<file path="config.mk">
export PLATFORM = sky130hd
export DESIGN_NAME = mc_main_control
export DESIGN_NICKNAME = d
export VERILOG_FILES = /design/src/rtl/mc_ctrl_pkg.sv /design/src/rtl/mc_ctrl_outdec.sv /design/src/rtl/mc_main_control.sv
export SDC_FILE = /design/constraint.sdc
export NUM_CORES = 1
export LEC_CHECK = 0
export BUFFER_PORTS_ARGS = -buffer_cell sky130_fd_sc_hd__buf_4
export CORE_ASPECT_RATIO = 1.1
export CORE_MARGIN = 2
export CORE_UTILIZATION = 35
export CTS_CLUSTER_DIAMETER = 80
export CTS_CLUSTER_SIZE = 20
export DETAILED_ROUTE_END_ITERATION = 10
export PLACE_DENSITY = 0.7
export SLEW_MARGIN = 20
export SYNTH_ARGS = -nofsm -noshare
export SYNTH_HDL_FRONTEND = slang
export SYNTH_HIERARCHICAL = 1
export SYNTH_SLANG_ARGS = --single-unit
</file>
<file path="constraint.sdc">
create_clock -name clk -period 2.6 [get_ports clk]
set_input_delay 0.78 -clock clk [delete_from_list [all_inputs] [get_ports clk]]
set_output_delay 0.78 -clock clk [all_outputs]
set_load 0.05 [all_outputs]
</file>
<file path="src/rtl/mc_ctrl_pkg.sv">
// mc_ctrl_pkg: shared definitions for the multi-cycle MIPS main control.
//   - opcode constants for the supported instruction classes
//   - FSM state encodings (binary; values 13..15 are undefined)
//   - alu_op encodings, shared with the ALU control unit
//   - alu_src_b and pc_src mux select encodings
//   - ctrl_t: the control word produced by mc_ctrl_outdec
// Optional feature macro: MC_MAIN_CONTROL_BNE_EN (adds BNE / BRANCH_NE).
package mc_ctrl_pkg;

  localparam int OP_W = 6;
  localparam int ST_W = 4;

  localparam logic [5:0] OP_RTYPE = 6'b000000;
  localparam logic [5:0] OP_LW    = 6'b100011;
  localparam logic [5:0] OP_SW    = 6'b101011;
  localparam logic [5:0] OP_BEQ   = 6'b000100;
  localparam logic [5:0] OP_BNE   = 6'b000101;
  localparam logic [5:0] OP_ADDI  = 6'b001000;
  localparam logic [5:0] OP_J     = 6'b000010;

  typedef enum logic [3:0] {
    ST_FETCH     = 4'd0,
    ST_DECODE    = 4'd1,
    ST_MEMADR    = 4'd2,
    ST_MEMRD     = 4'd3,
    ST_MEMWB     = 4'd4,
    ST_MEMWR     = 4'd5,
    ST_EXEC      = 4'd6,
    ST_ALUWB     = 4'd7,
    ST_BRANCH    = 4'd8,
    ST_ADDIEX    = 4'd9,
    ST_ADDIWB    = 4'd10,
    ST_JUMP      = 4'd11,
    ST_BRANCH_NE = 4'd12
  } state_t;

  localparam logic [1:0] ALUOP_ADD   = 2'b00;
  localparam logic [1:0] ALUOP_SUB   = 2'b01;
  localparam logic [1:0] ALUOP_RTYPE = 2'b10;

  localparam logic [1:0] SRCB_REGB    = 2'b00;
  localparam logic [1:0] SRCB_FOUR    = 2'b01;
  localparam logic [1:0] SRCB_IMM     = 2'b10;
  localparam logic [1:0] SRCB_IMM_SH2 = 2'b11;

  localparam logic [1:0] PCSRC_ALU    = 2'b00;
  localparam logic [1:0] PCSRC_ALUOUT = 2'b01;
  localparam logic [1:0] PCSRC_JUMP   = 2'b10;

  typedef struct packed {
    logic       mem_req;
    logic       mem_write;
    logic       ir_write;
    logic       reg_write;
    logic       iord;
    logic       alu_src_a;
    logic [1:0] alu_src_b;
    logic       reg_dst;
    logic       mem_to_reg;
    logic [1:0] pc_src;
    logic       pc_en;
    logic [1:0] alu_op;
    logic       illegal_op;
  } ctrl_t;

  // True for every opcode that DECODE knows how to dispatch.
  function automatic logic op_is_legal(input logic [5:0] op);
    logic legal;
    legal = (op == OP_RTYPE) || (op == OP_LW) || (op == OP_SW) ||
            (op == OP_BEQ) || (op == OP_ADDI) || (op == OP_J);
`ifdef MC_MAIN_CONTROL_BNE_EN
    legal = legal || (op == OP_BNE);
`endif
    return legal;
  endfunction

endpackage

</file>
<file path="src/rtl/mc_ctrl_outdec.sv">
// mc_ctrl_outdec: combinational state -> control-word decoder.
// Ports:
//   state     in  current FSM state
//   opcode    in  IR opcode field (only used for illegal_op in DECODE)
//   zero      in  ALU zero flag (branch decision)
//   mem_ready in  memory completes this cycle (FETCH IR/PC load)
//   ctrl      out full control word; fields not set by a state stay 0
// Optional feature macro: MC_MAIN_CONTROL_BNE_EN (decodes BRANCH_NE).
module mc_ctrl_outdec
  import mc_ctrl_pkg::*;
(
  input  state_t     state,
  input  logic [5:0] opcode,
  input  logic       zero,
  input  logic       mem_ready,
  output ctrl_t      ctrl
);

  always_comb begin
    ctrl = '0;
    unique case (state)
      ST_FETCH: begin
        ctrl.mem_req   = 1'b1;
        ctrl.alu_src_b = SRCB_FOUR;
        ctrl.alu_op    = ALUOP_ADD;
        ctrl.pc_src    = PCSRC_ALU;
        // IR and PC+4 are only captured in the cycle the fetch completes.
        ctrl.ir_write  = mem_ready;
        ctrl.pc_en     = mem_ready;
      end
      ST_DECODE: begin
        // Precompute the branch target into ALUOut.
        ctrl.alu_src_b  = SRCB_IMM_SH2;
        ctrl.alu_op     = ALUOP_ADD;
        ctrl.illegal_op = !op_is_legal(opcode);
      end
      ST_MEMADR, ST_ADDIEX: begin
        ctrl.alu_src_a = 1'b1;
        ctrl.alu_src_b = SRCB_IMM;
        ctrl.alu_op    = ALUOP_ADD;
      end
      ST_MEMRD: begin
        ctrl.mem_req = 1'b1;
        ctrl.iord    = 1'b1;
      end
      ST_MEMWB: begin
        ctrl.reg_write  = 1'b1;
        ctrl.mem_to_reg = 1'b1;
      end
      ST_MEMWR: begin
        ctrl.mem_req   = 1'b1;
        ctrl.mem_write = 1'b1;
        ctrl.iord      = 1'b1;
      end
      ST_EXEC: begin
        ctrl.alu_src_a = 1'b1;
        ctrl.alu_src_b = SRCB_REGB;
        ctrl.alu_op    = ALUOP_RTYPE;
      end
      ST_ALUWB: begin
        ctrl.reg_write = 1'b1;
        ctrl.reg_dst   = 1'b1;
      end
      ST_BRANCH: begin
        ctrl.alu_src_a = 1'b1;
        ctrl.alu_src_b = SRCB_REGB;
        ctrl.alu_op    = ALUOP_SUB;
        ctrl.pc_src    = PCSRC_ALUOUT;
        ctrl.pc_en     = zero;
      end
`ifdef MC_MAIN_CONTROL_BNE_EN
      ST_BRANCH_NE: begin
        ctrl.alu_src_a = 1'b1;
        ctrl.alu_src_b = SRCB_REGB;
        ctrl.alu_op    = ALUOP_SUB;
        ctrl.pc_src    = PCSRC_ALUOUT;
        ctrl.pc_en     = !zero;
      end
`endif
      ST_ADDIWB: begin
        ctrl.reg_write = 1'b1;
      end
      ST_JUMP: begin
        ctrl.pc_src = PCSRC_JUMP;
        ctrl.pc_en  = 1'b1;
      end
      default: ctrl = '0;
    endcase
  end

endmodule

</file>
<file path="src/rtl/mc_main_control.sv">
// mc_main_control: multi-cycle MIPS main control FSM.
// Sequences fetch/decode/execute/memory/writeback, one instruction at a time.
// Ports:
//   clk, rst           rising-edge clock, synchronous active-high reset
//   opcode             instr[31:26] from the IR
//   zero               ALU zero flag (used in BRANCH / BRANCH_NE)
//   mem_ready          memory completes the current access this cycle
//   mem_req..illegal_op datapath control outputs (0 while rst is high)
//   state_o            current state for debug (FETCH while rst is high)
// Optional feature macro: MC_MAIN_CONTROL_BNE_EN (BNE support).
module mc_main_control
  import mc_ctrl_pkg::*;
#(
  parameter int OP_W = 6,
  parameter int ST_W = 4
) (
  input  logic            clk,
  input  logic            rst,
  input  logic [OP_W-1:0] opcode,
  input  logic            zero,
  input  logic            mem_ready,
  output logic            mem_req,
  output logic            mem_write,
  output logic            ir_write,
  output logic            reg_write,
  output logic            iord,
  output logic            alu_src_a,
  output logic [1:0]      alu_src_b,
  output logic            reg_dst,
  output logic            mem_to_reg,
  output logic [1:0]      pc_src,
  output logic            pc_en,
  output logic [1:0]      alu_op,
  output logic            illegal_op,
  output logic [ST_W-1:0] state_o
);

  state_t     state_reg;
  state_t     state_next;
  ctrl_t      ctrl_dec;
  ctrl_t      ctrl_out;
  logic [5:0] op;

  assign op = 6'(opcode);

  always_ff @(posedge clk) begin
    if (rst) state_reg <= ST_FETCH;
    else     state_reg <= state_next;
  end

  always_comb begin
    state_next = ST_FETCH;
    unique case (state_reg)
      ST_FETCH:  state_next = mem_ready ? ST_DECODE : ST_FETCH;
      ST_DECODE: begin
        if (op == OP_LW || op == OP_SW) state_next = ST_MEMADR;
        else if (op == OP_RTYPE)        state_next = ST_EXEC;
        else if (op == OP_BEQ)          state_next = ST_BRANCH;
        else if (op == OP_ADDI)         state_next = ST_ADDIEX;
        else if (op == OP_J)            state_next = ST_JUMP;
`ifdef MC_MAIN_CONTROL_BNE_EN
        else if (op == OP_BNE)          state_next = ST_BRANCH_NE;
`endif
        else                            state_next = ST_FETCH;
      end
      // Re-check the opcode; anything but LW/SW here is treated as a no-op.
      ST_MEMADR: begin
        if (op == OP_LW)      state_next = ST_MEMRD;
        else if (op == OP_SW) state_next = ST_MEMWR;
        else                  state_next = ST_FETCH;
      end
      ST_MEMRD:  state_next = mem_ready ? ST_MEMWB : ST_MEMRD;
      ST_MEMWR:  state_next = mem_ready ? ST_FETCH : ST_MEMWR;
      ST_EXEC:   state_next = ST_ALUWB;
      ST_ADDIEX: state_next = ST_ADDIWB;
      // Single-cycle tail states and any undefined encoding return to FETCH.
      default:   state_next = ST_FETCH;
    endcase
  end

  mc_ctrl_outdec u_outdec (
    .state     (state_reg),
    .opcode    (op),
    .zero      (zero),
    .mem_ready (mem_ready),
    .ctrl      (ctrl_dec)
  );

  // Reset masks the control word immediately, not just from the next edge.
  assign ctrl_out = rst ? '0 : ctrl_dec;
  assign state_o  = rst ? ST_W'(ST_FETCH) : ST_W'(state_reg);

  assign mem_req    = ctrl_out.mem_req;
  assign mem_write  = ctrl_out.mem_write;
  assign ir_write   = ctrl_out.ir_write;
  assign reg_write  = ctrl_out.reg_write;
  assign iord       = ctrl_out.iord;
  assign alu_src_a  = ctrl_out.alu_src_a;
  assign alu_src_b  = ctrl_out.alu_src_b;
  assign reg_dst    = ctrl_out.reg_dst;
  assign mem_to_reg = ctrl_out.mem_to_reg;
  assign pc_src     = ctrl_out.pc_src;
  assign pc_en      = ctrl_out.pc_en;
  assign alu_op     = ctrl_out.alu_op;
  assign illegal_op = ctrl_out.illegal_op;

endmodule

</file>
==> results_dict.tcl, run 1 <==
set metrics [dict create \
    cts_inserted_buffers 3 \
    cts_root_buf "clkbuf_4" \
    finalCritPeriodShare_pct 100 \
    cts_buffer_depth 2 \
    finalSetupViolCount 1 \
    cpMaxStageDelayCell "maj3_2" \
    routed_via_density 5.32 \
    instances_no_fill 167 \
    ys_warn_count 6 \
    status "finished with violations" \
    leakagePower_nw 0.445 \
    synth_top_area_share_pct 15.9 \
    layout.nets 151 \
    wl_mm 1.85 \
    dieArea_sq_um 2520 \
    cp-start-kind "primary input" \
    drc 0 \
    htreeDepth 1 \
    die_h_um 52.5 \
    rsz0062_at_grt "true" \
    synth_area_per_cell_sq_um 7.05 \
    pre_cts_ws_ns -0.0715 \
    cts.clk_slew.worst_paths_ns 0.04 \
    cts_tree "done" \
    synthArstFlopShare_pct 0 \
    dp_hpwl_mm 1.39 \
    port_buffers 29 \
    grt_overflow 0 \
    synth_fp_nets 116 \
    finalCriticalPeriod_ns 2.60 \
    timing_hold_violations_final 0 \
    violations "negative setup slack" \
    wl_per_cell_um 11.1 \
    clk_latency_ns 0.24 \
    vias 889 \
    path_cells "buf_6 > maj3_2 > o31ai_4 > a2111oi_4 > nor2b_4 > buf_6" \
    synth_cells 106 \
    coreArea_sq_um 2020 \
    cpPeakStageDelay_ns 0.32 \
    cts_sinks 4 \
    num_io_pins 30 \
    synth_area_sq_um 747 \
    place_congestion 0.885 \
    arrival_ns 1.82 \
    syn_to_final_growth_pct 46.2 \
    worst_slack_ns -0.00181 \
    yosysMostFrequentCell "nor2b_1" \
    ys_seq_elements 4 \
    hold_class "reg -> reg" \
    max_freq_mhz 384 \
    end_kind "output port" \
    num_rows 17 \
    synth_edf_count 0 \
    yosysSeqAreaShare_pct 10.7 \
    grt_start_max_net_pins 24 \
    fin_area_sq_um 1090 \
    grt_pass1_vias 747 \
    path_max_fanout 3 \
    first_iter_violations 5 \
    slew_headroom_pct 70.3 \
    crit_top_cell "buf_6" \
    ff2ff_setup_slack_ns 1.17 \
    cts.hold.buffers_added 0 \
    critPathKind "in -> out" \
    placed_cells 164 \
    ir_worst_vdd_uv 233 \
    dpl_cell_area_sq_um 1020 \
    largest_register_ffs 4 \
    ys.flop_type "dfxtp_1" \
    post-route-util_pct 54.1 \
    tightest_slew_ns 0.444 \
    start_util_pct 37.0 \
    firstDrtPassIters 5 \
    power.density_nw_per_um2 232 \
    cp.required_ns 1.82 \
    grt_util_all_layers_pct 16.5 \
    fillers 203 \
    synth_top_cells_by_count "nor2b_1 (19), nor2_1 (11), a21oi_1 (8)" \
    synth_top_cell_by_area "nor2b_1" \
    antenna_found_initial 0 \
    diodes 0 \
    ant_nets 0 \
    ys_types 42 \
    layout-drive-gt1-share_pct 40.3 \
    grt_pass1_wl_mm 3.04 \
    fin_worst_skew_ns 0.00446 \
    slew_violations 0 \
    drv_cap 0 \
    synth.area.top_cells "nor2b_1 (16%), dfxtp_1 (11%), nor2_1 (5.5%)" \
    die_w_um 48.0 \
]
cells in the final DEF (no fill, tap or decap), types with 3 or more instances in the layout:
cell      instances
nor2b_1          18
nand3_1           4
nor2_1           11
buf_4            33
nor3b_1           3
nor4_1            3
o21ai_0           5
buf_6             5
clkbuf_4          3
nand2b_1          3
nor3_1            5
a21oi_1           8
xnor2_1           3
path summary, 6_finish.rpt:
check / from / to / cells past startpoint
worst max-delay path: opcode[2] / illegal_op / 6
worst min-delay path: state_reg[0] / state_reg[1] / 2
worst max register to register: state_reg[1] / state_reg[0] / 4
worst min register to register: state_reg[0] / state_reg[1] / 2
metrics by stage:
stage	total power (W)	hold WS, ns	TNS [ns]
2_1_floorplan	0.000131	0.553	0
3_3_place_gp	0.000166	0.693	-0.0857
3_5_place_dp	0.000168	0.684	-0.0715
4_1_cts	0.000250	0.688	0
5_1_grt	0.000273	0.712	-0.0463
6_report	0.000253	0.664	-0.00181
per-layer routing:
metal	vias up	global-route usage (%)	share of wire [%]
met3	2	6.55	6.6
met4	0	4.05	0.32
met2	30	27.8	52
met5	-	0	0
li1	446	-	-
met1	411	18.9	41
critical path, delay by kind of cell:
kind	cells	cell delay [ns]
AND/OR/NAND/NOR	1	0.14
AO/OA/AOI/OAI	2	0.32
buffers and inverters	2	0.24
adder cells (fa/ha/maj)	1	0.32
logic make-up (layout without fill, tap and decap cells):
kind of cell / after synthesis / count (layout) / share of synthesized area, %
simple gates: 64 / 64 / 53.8
compound gates: 23 / 23 / 20.9
buf+inv: 10 / 43 / 8.04
flops: 4 / 4 / 10.7
xor+xnor: 3 / 3 / 3.52
fa+ha+maj: 1 / 1 / 1.51
mux: 1 / 1 / 1.51
power breakdown:
part           internal (W)  total [W]  switching (W)
Clock             0.0000518  0.0000793      0.0000275
Combinational     0.0000480   0.000106      0.0000576
Sequential        0.0000632  0.0000686     0.00000543
Total              0.000163   0.000253      0.0000905
layout make-up:
class / count / area [sq um] / share of cell area, %
well taps: 28 / 35.0 / 3.21
multi-input cells: 92 / 641 / 58.6
flip-flops and latches: 4 / 82.6 / 7.56
clock buffers: 3 / 22.5 / 2.06
inverters: 2 / 7.51 / 0.687
repair buffers: 38 / 304 / 27.8
timing repair:
| action | CTS | global route |
|---|---|---|
| gates cloned | 0 | 0 |
| hold endpoints to repair | 0 | 0 |
| pin swaps | 1 | 0 |
| setup buffers | 0 | 0 |
| resized for setup | 3 | 7 |
| setup endpoints to repair | 1 | 6 |
Power figures use the tool's default switching activity.
==> inputs of run 2 (changes only) <==
Settings changed: PLACE_DENSITY 0.7 to 0.72, SKIP_CTS_REPAIR_TIMING set to 1, SYNTH_HIERARCHICAL 1 to unset.
==> run 2 against run 1 <==
  * The flow now finishes without violations
  * Critical path type unchanged
  * Largest power group unchanged
  * Die area shrank 14%
  * Clock-buffer cell count is the same
  * First-iteration DRC count grew to 3.4 times the previous value
  * Flip-flop and latch count is the same
  * Critical endpoint unchanged
  * Combinational power is essentially flat
  * Hold slack lost 0.020 ns
==> results_dict.tcl, run 2 <==
set metrics [dict create \
    status "complete, no violations" \
    synth.area.top_cells "dfxtp_1 (13%), nor2_1 (7.7%), nor2b_1 (5.0%)" \
    synth_area_sq_um 631 \
    num_io_pins 30 \
    seq_power_share_pct 26.3 \
    synth_area_per_cell_sq_um 6.85 \
    grt_use_met3_pct 1.87 \
    slew_violations 0 \
    num_rows 16 \
    max_freq_mhz 398 \
    cts_inserted_buffers 3 \
    die_w_um 44.5 \
    ir_worst_vdd_uv 228 \
    routed_via_density 5.76 \
    finalSetupViolCount 0 \
    synth_edf_count 0 \
    finalCriticalPeriod_ns 2.51 \
    synth_fp_nets 102 \
    use_met2_pct 32.6 \
    cts.clk_slew.worst_paths_ns 0.04 \
    ff2ff_setup_slack_ns 1.14 \
    synthArstFlopShare_pct 0 \
    drv_cap 0 \
    grt_overflow 0 \
    drc 0 \
    largest_register_ffs 4 \
    yosysMostFrequentCell "nor2_1" \
    dpl_cell_area_sq_um 1010 \
    mostFrequentLayoutCells "buf_4 (37), nor2_1 (10)" \
    synth_top_area_share_pct 12.7 \
    reg2reg_depth 4 \
    timing_hold_violations_final 0 \
    synth_top_cell_by_area "dfxtp_1" \
    cp-start-kind "primary input" \
    tightest_slew_ns 0.372 \
    layout-drive-gt1-share_pct 51.6 \
    die_h_um 48.5 \
    busiest_layer "met2" \
    grt_pass1_vias 726 \
    setup-tns-final_ns 0 \
    cpMaxStageDelayCell "and3_1" \
    cp.required_ns 1.82 \
    ys_warn_count 0 \
    fin_worst_skew_ns 0.00405 \
    ys.flop_type "dfxtp_1" \
    p_sw_w 0.0000948 \
    vias 806 \
    wl_per_cell_um 13.4 \
    power.density_nw_per_um2 241 \
    diodes 0 \
    crit_top_cell "buf_4" \
    ant_nets 0 \
    cpPeakStageDelay_ns 0.22 \
    hold_class "reg -> reg" \
    ys_types 41 \
    end_kind "output port" \
    dieArea_sq_um 2160 \
    finalCritPeriodShare_pct 96.5 \
    synth_cells 92 \
    grt_util_all_layers_pct 18.8 \
    leakagePower_nw 0.415 \
    layout.nets 134 \
    path_max_fanout 5 \
    p_int_w 0.000157 \
    cts_tree "done" \
    worstHoldPathCells 2 \
    grt_use_met1_pct 23.9 \
    antenna_found_initial 0 \
    coreArea_sq_um 1740 \
    yosysSeqAreaShare_pct 12.7 \
    first_iter_violations 17 \
    syn_to_final_growth_pct 65.5 \
    layout_commonest_cell "buf_4" \
    worst_slack_ns 0.0897 \
    dp_hpwl_mm 1.53 \
    firstDrtPassIters 6 \
    critPathKind "in -> out" \
    p_comb_share_pct 42.2 \
    pre_cts_ws_ns 0.0887 \
    p_sw_share_pct 37.6 \
    grt_pass1_wl_mm 3.20 \
    clk_latency_ns 0.24 \
    start_util_pct 36.2 \
    grt_start_max_net_pins 16 \
    fin_area_sq_um 1040 \
    arrival_ns 1.73 \
    wl_mm 1.88 \
    port_buffers 29 \
    place_congestion 0.798 \
    path_cells "buf_4 > and3_1 > nand2_1 > nand3_1 > nor3_4 > buf_4" \
    clock_power_share_pct 31.5 \
    ys_seq_elements 4 \
    cts_sinks 4 \
    rsz0062_at_grt "false" \
    cts_buffer_depth 2 \
    slew_headroom_pct 75.2 \
    post-route-util_pct 59.9 \
    cts_root_buf "clkbuf_4" \
    htreeDepth 1 \
    synth_top_cells_by_count "nor2_1 (13), nor3_1 (6), nor2b_1 (5), nor4_1 (5)" \
]
[run 2: changes by cell type in the layout (fill, tap and decap cells not counted), sizes merged, moves of 3 or more]
cell,before,now
o21ai,5,2
nor4,3,6
a21oi,8,2
nor3b,4,1
nor2,11,15
nor2b,19,5
[run 2: cell type report]
type	count	area, sq um
well taps	18	22.5
repair buffers	37	278
multi-input cells	77	634
clock buffers	3	22.5
fillers	172	698
inverters	1	3.75
flip-flops and latches	4	82.6
[run 2: worst max-delay path: cells and delay by family]
| kind | cells | cell delay, ns |
|---|---|---|
| buffers and inverters | 2 | 0.33 |
| AND/OR/NAND/NOR | 4 | 0.62 |
[run 2: worst paths after layout]
check | start | end
worst max-delay path | opcode[5] | illegal_op
worst min-delay path | state_reg[1] | state_reg[1]
worst max register to register | state_reg[2] | state_reg[0]
worst min register to register | state_reg[1] | state_reg[1]
[run 2: kinds of logic (layout without fill, tap and decap cells)]
| family | after synthesis | count (layout) | share of synthesized area [%] |
|---|---|---|---|
| and+or+nand+nor | 52 | 52 | 46.8 |
| muxes | 1 | 1 | 1.79 |
| AOI/OAI and AO/OA | 20 | 20 | 24.0 |
| DFF | 4 | 4 | 12.7 |
| xor gates and xnor gates | 4 | 4 | 5.56 |
| buffers and inverters | 11 | 41 | 9.13 |
[run 2: per-layer routing]
layer | wire (um) | share of wire, %
met5 | 0 | 0
met4 | 20 | 1.1
met3 | 105 | 5.6
met2 | 1010 | 54
met1 | 743 | 40
[run 2: through the flow]
stage / cells / total power [W] / hold slack [ns]
global placement: 137 / 0.000170 / 0.675
finish: 140 / 0.000252 / 0.644
global route: 140 / 0.000265 / 0.671
CTS: 140 / 0.000252 / 0.697
floorplan: 92 / 0.000141 / 0.629
detailed placement: 137 / 0.000173 / 0.679
[run 2: power by group through the flow]
stage	logic, W	clock network, W	registers, W
final	0.000106	0.0000794	0.0000663
after global routing	0.000115	0.0000839	0.0000666
after floorplan	0.0000766	0	0.0000642
after global placement	0.000103	0	0.0000673
after CTS	0.000105	0.0000800	0.0000663
after detailed placement	0.000105	0	0.0000673
==> inputs of run 3 (changes only) <==
Settings changed: PLACE_DENSITY 0.72 to 0.7, SYNTH_HIERARCHICAL set to 1.
==> run 3 against run 2 <==
  * Clock-buffer cell count unchanged
  * Routed wire length fell by 2.6%
  * Die area is 17% higher
  * The run now ends with negative setup slack left
  * Critical path type unchanged
  * Total power grew 0.59%
  * Global-route usage decreased by 2.6 points
  * Hold slack better by 0.016 ns
  * Core utilization fell by 6.0 points
  * Cell area up 4.3%
  * Register-to-register slack improved by 0.02 ns
==> results_dict.tcl, run 3 (synthesized netlist as in run 1, its figures left out) <==
set metrics [dict create \
    path_max_fanout 2 \
    ir_worst_vdd_uv 232 \
    arrival_ns 1.86 \
    cts_inserted_buffers 3 \
    timing_hold_violations_final 0 \
    firstDrtPassIters 4 \
    drc 0 \
    layout-drive-gt1-share_pct 40.3 \
    end_kind "output port" \
    die_h_um 52.5 \
    p_total_w 0.000253 \
    die_w_um 48.0 \
    worst_slack_ns -0.0447 \
    power.density_nw_per_um2 233 \
    routed_via_density 5.32 \
    num_io_pins 30 \
    layout.nets 151 \
    port_buffers 29 \
    finalCritPeriodShare_pct 102 \
    wl_mm 1.83 \
    grt_overflow 0 \
    htreeDepth 1 \
    clk_latency_ns 0.24 \
    cp-start-kind "primary input" \
    instances_no_fill 167 \
    start_util_pct 37.0 \
    violations "negative setup slack" \
    placed_cells 164 \
    cts_root_buf "clkbuf_4" \
    finalCriticalPeriod_ns 2.64 \
    finalSetupViolCount 1 \
    antenna_found_initial 0 \
    status "finished with violations" \
    wl_per_cell_um 11.0 \
    fin_worst_skew_ns 0.00517 \
    rsz0062_at_grt "true" \
    cp.required_ns 1.82 \
    cts_sinks 4 \
    syn_to_final_growth_pct 45.7 \
    layout_commonest_cell "buf_4" \
    coreArea_sq_um 2020 \
    pre_cts_ws_ns -0.0715 \
    grt_pass1_vias 724 \
    place_congestion 0.885 \
    cts.clk_slew.worst_paths_ns 0.04 \
    first_iter_violations 13 \
    tightest_slew_ns 0.441 \
    slew_headroom_pct 70.5 \
    ff2ff_setup_slack_ns 1.16 \
    grt_start_max_net_pins 24 \
    fillers 203 \
    diodes 0 \
    max_freq_mhz 378 \
    mostFrequentLayoutCells "buf_4 (34), nor2b_1 (18), nor2_1 (11)" \
    grt_pass1_wl_mm 2.95 \
    hold_slack_ns 0.660 \
    vias 889 \
    ant_nets 0 \
    cts_tree "done" \
    num_rows 17 \
    slew_violations 0 \
    dp_hpwl_mm 1.39 \
    grt_util_all_layers_pct 16.1 \
    hold_class "reg -> reg" \
    largest_register_ffs 4 \
    dieArea_sq_um 2520 \
    leakagePower_nw 0.444 \
    cts_buffer_depth 2 \
    drv_cap 0 \
    critPathKind "in -> out" \
]
## run 3: changes by cell type in the layout (fill, tap and decap cells not counted), moves of 3 or more
cell,before,now
a21oi_1,2,8
buf_4,37,34
buf_6,0,4
nor2_2,4,0
nor2b_1,4,18
nor3b_1,0,3
nor4_4,4,0
o21ai_0,1,5
## run 3: worst max-delay path, stage by stage
cell and delay [ns]:
buf_6 0.09, maj3_2 0.32, o31ai_4 0.27, a2111oi_4 0.10, nor2b_4 0.14, buf_6 0.15
## run 3: final timing paths
path,startpoint,end,cells past startpoint
worst max register to register,state_reg[1],state_reg[0],4
worst min register to register,state_reg[0],state_reg[1],2
worst min-delay path,state_reg[0],state_reg[1],2
worst max-delay path,opcode[3],illegal_op,6
## run 3: metrics by stage
| step | TNS, ns | area, sq um | utilization, % |
|---|---|---|---|
| 6_report | -0.0447 | 1090 | 53.9 |
| 5_1_grt | -0.0850 | 1090 | 53.9 |
| 4_1_cts | -0.0865 | 1040 | 51.7 |
| 3_5_place_dp | -0.0715 | 1020 | 50.6 |
| 3_3_place_gp | -0.0857 | 1020 | 50.6 |
| 2_1_floorplan | 0 | 754 | - |
## run 3: metal layers
metal  track usage [%]  vias to the layer above  share of wire [%]
met5                 0                        -                  0
met4              4.05                        0               0.76
met3              6.55                        4                6.6
met2              26.4                       32                 51
met1              18.9                      405                 41
li1                  -                      448                  -
## run 3: power breakdown
| group | total (W) | internal (W) | switching [W] |
|---|---|---|---|
| sequential | 0.0000685 | 0.0000632 | 0.00000533 |
| clock | 0.0000796 | 0.0000518 | 0.0000279 |
| combinational | 0.000105 | 0.0000475 | 0.0000577 |
| total | 0.000253 | 0.000162 | 0.0000909 |
## run 3: layout make-up
class / instances / area, sq um / share of cell area (%)
Clock buffer: 3 / 22.5 / 2.07
Inverter: 2 / 7.51 / 0.690
Multi-Input combinational cell: 92 / 641 / 58.9
Sequential cell: 4 / 82.6 / 7.59
Tap cell: 28 / 35.0 / 3.22
Timing Repair Buffer: 38 / 300 / 27.6
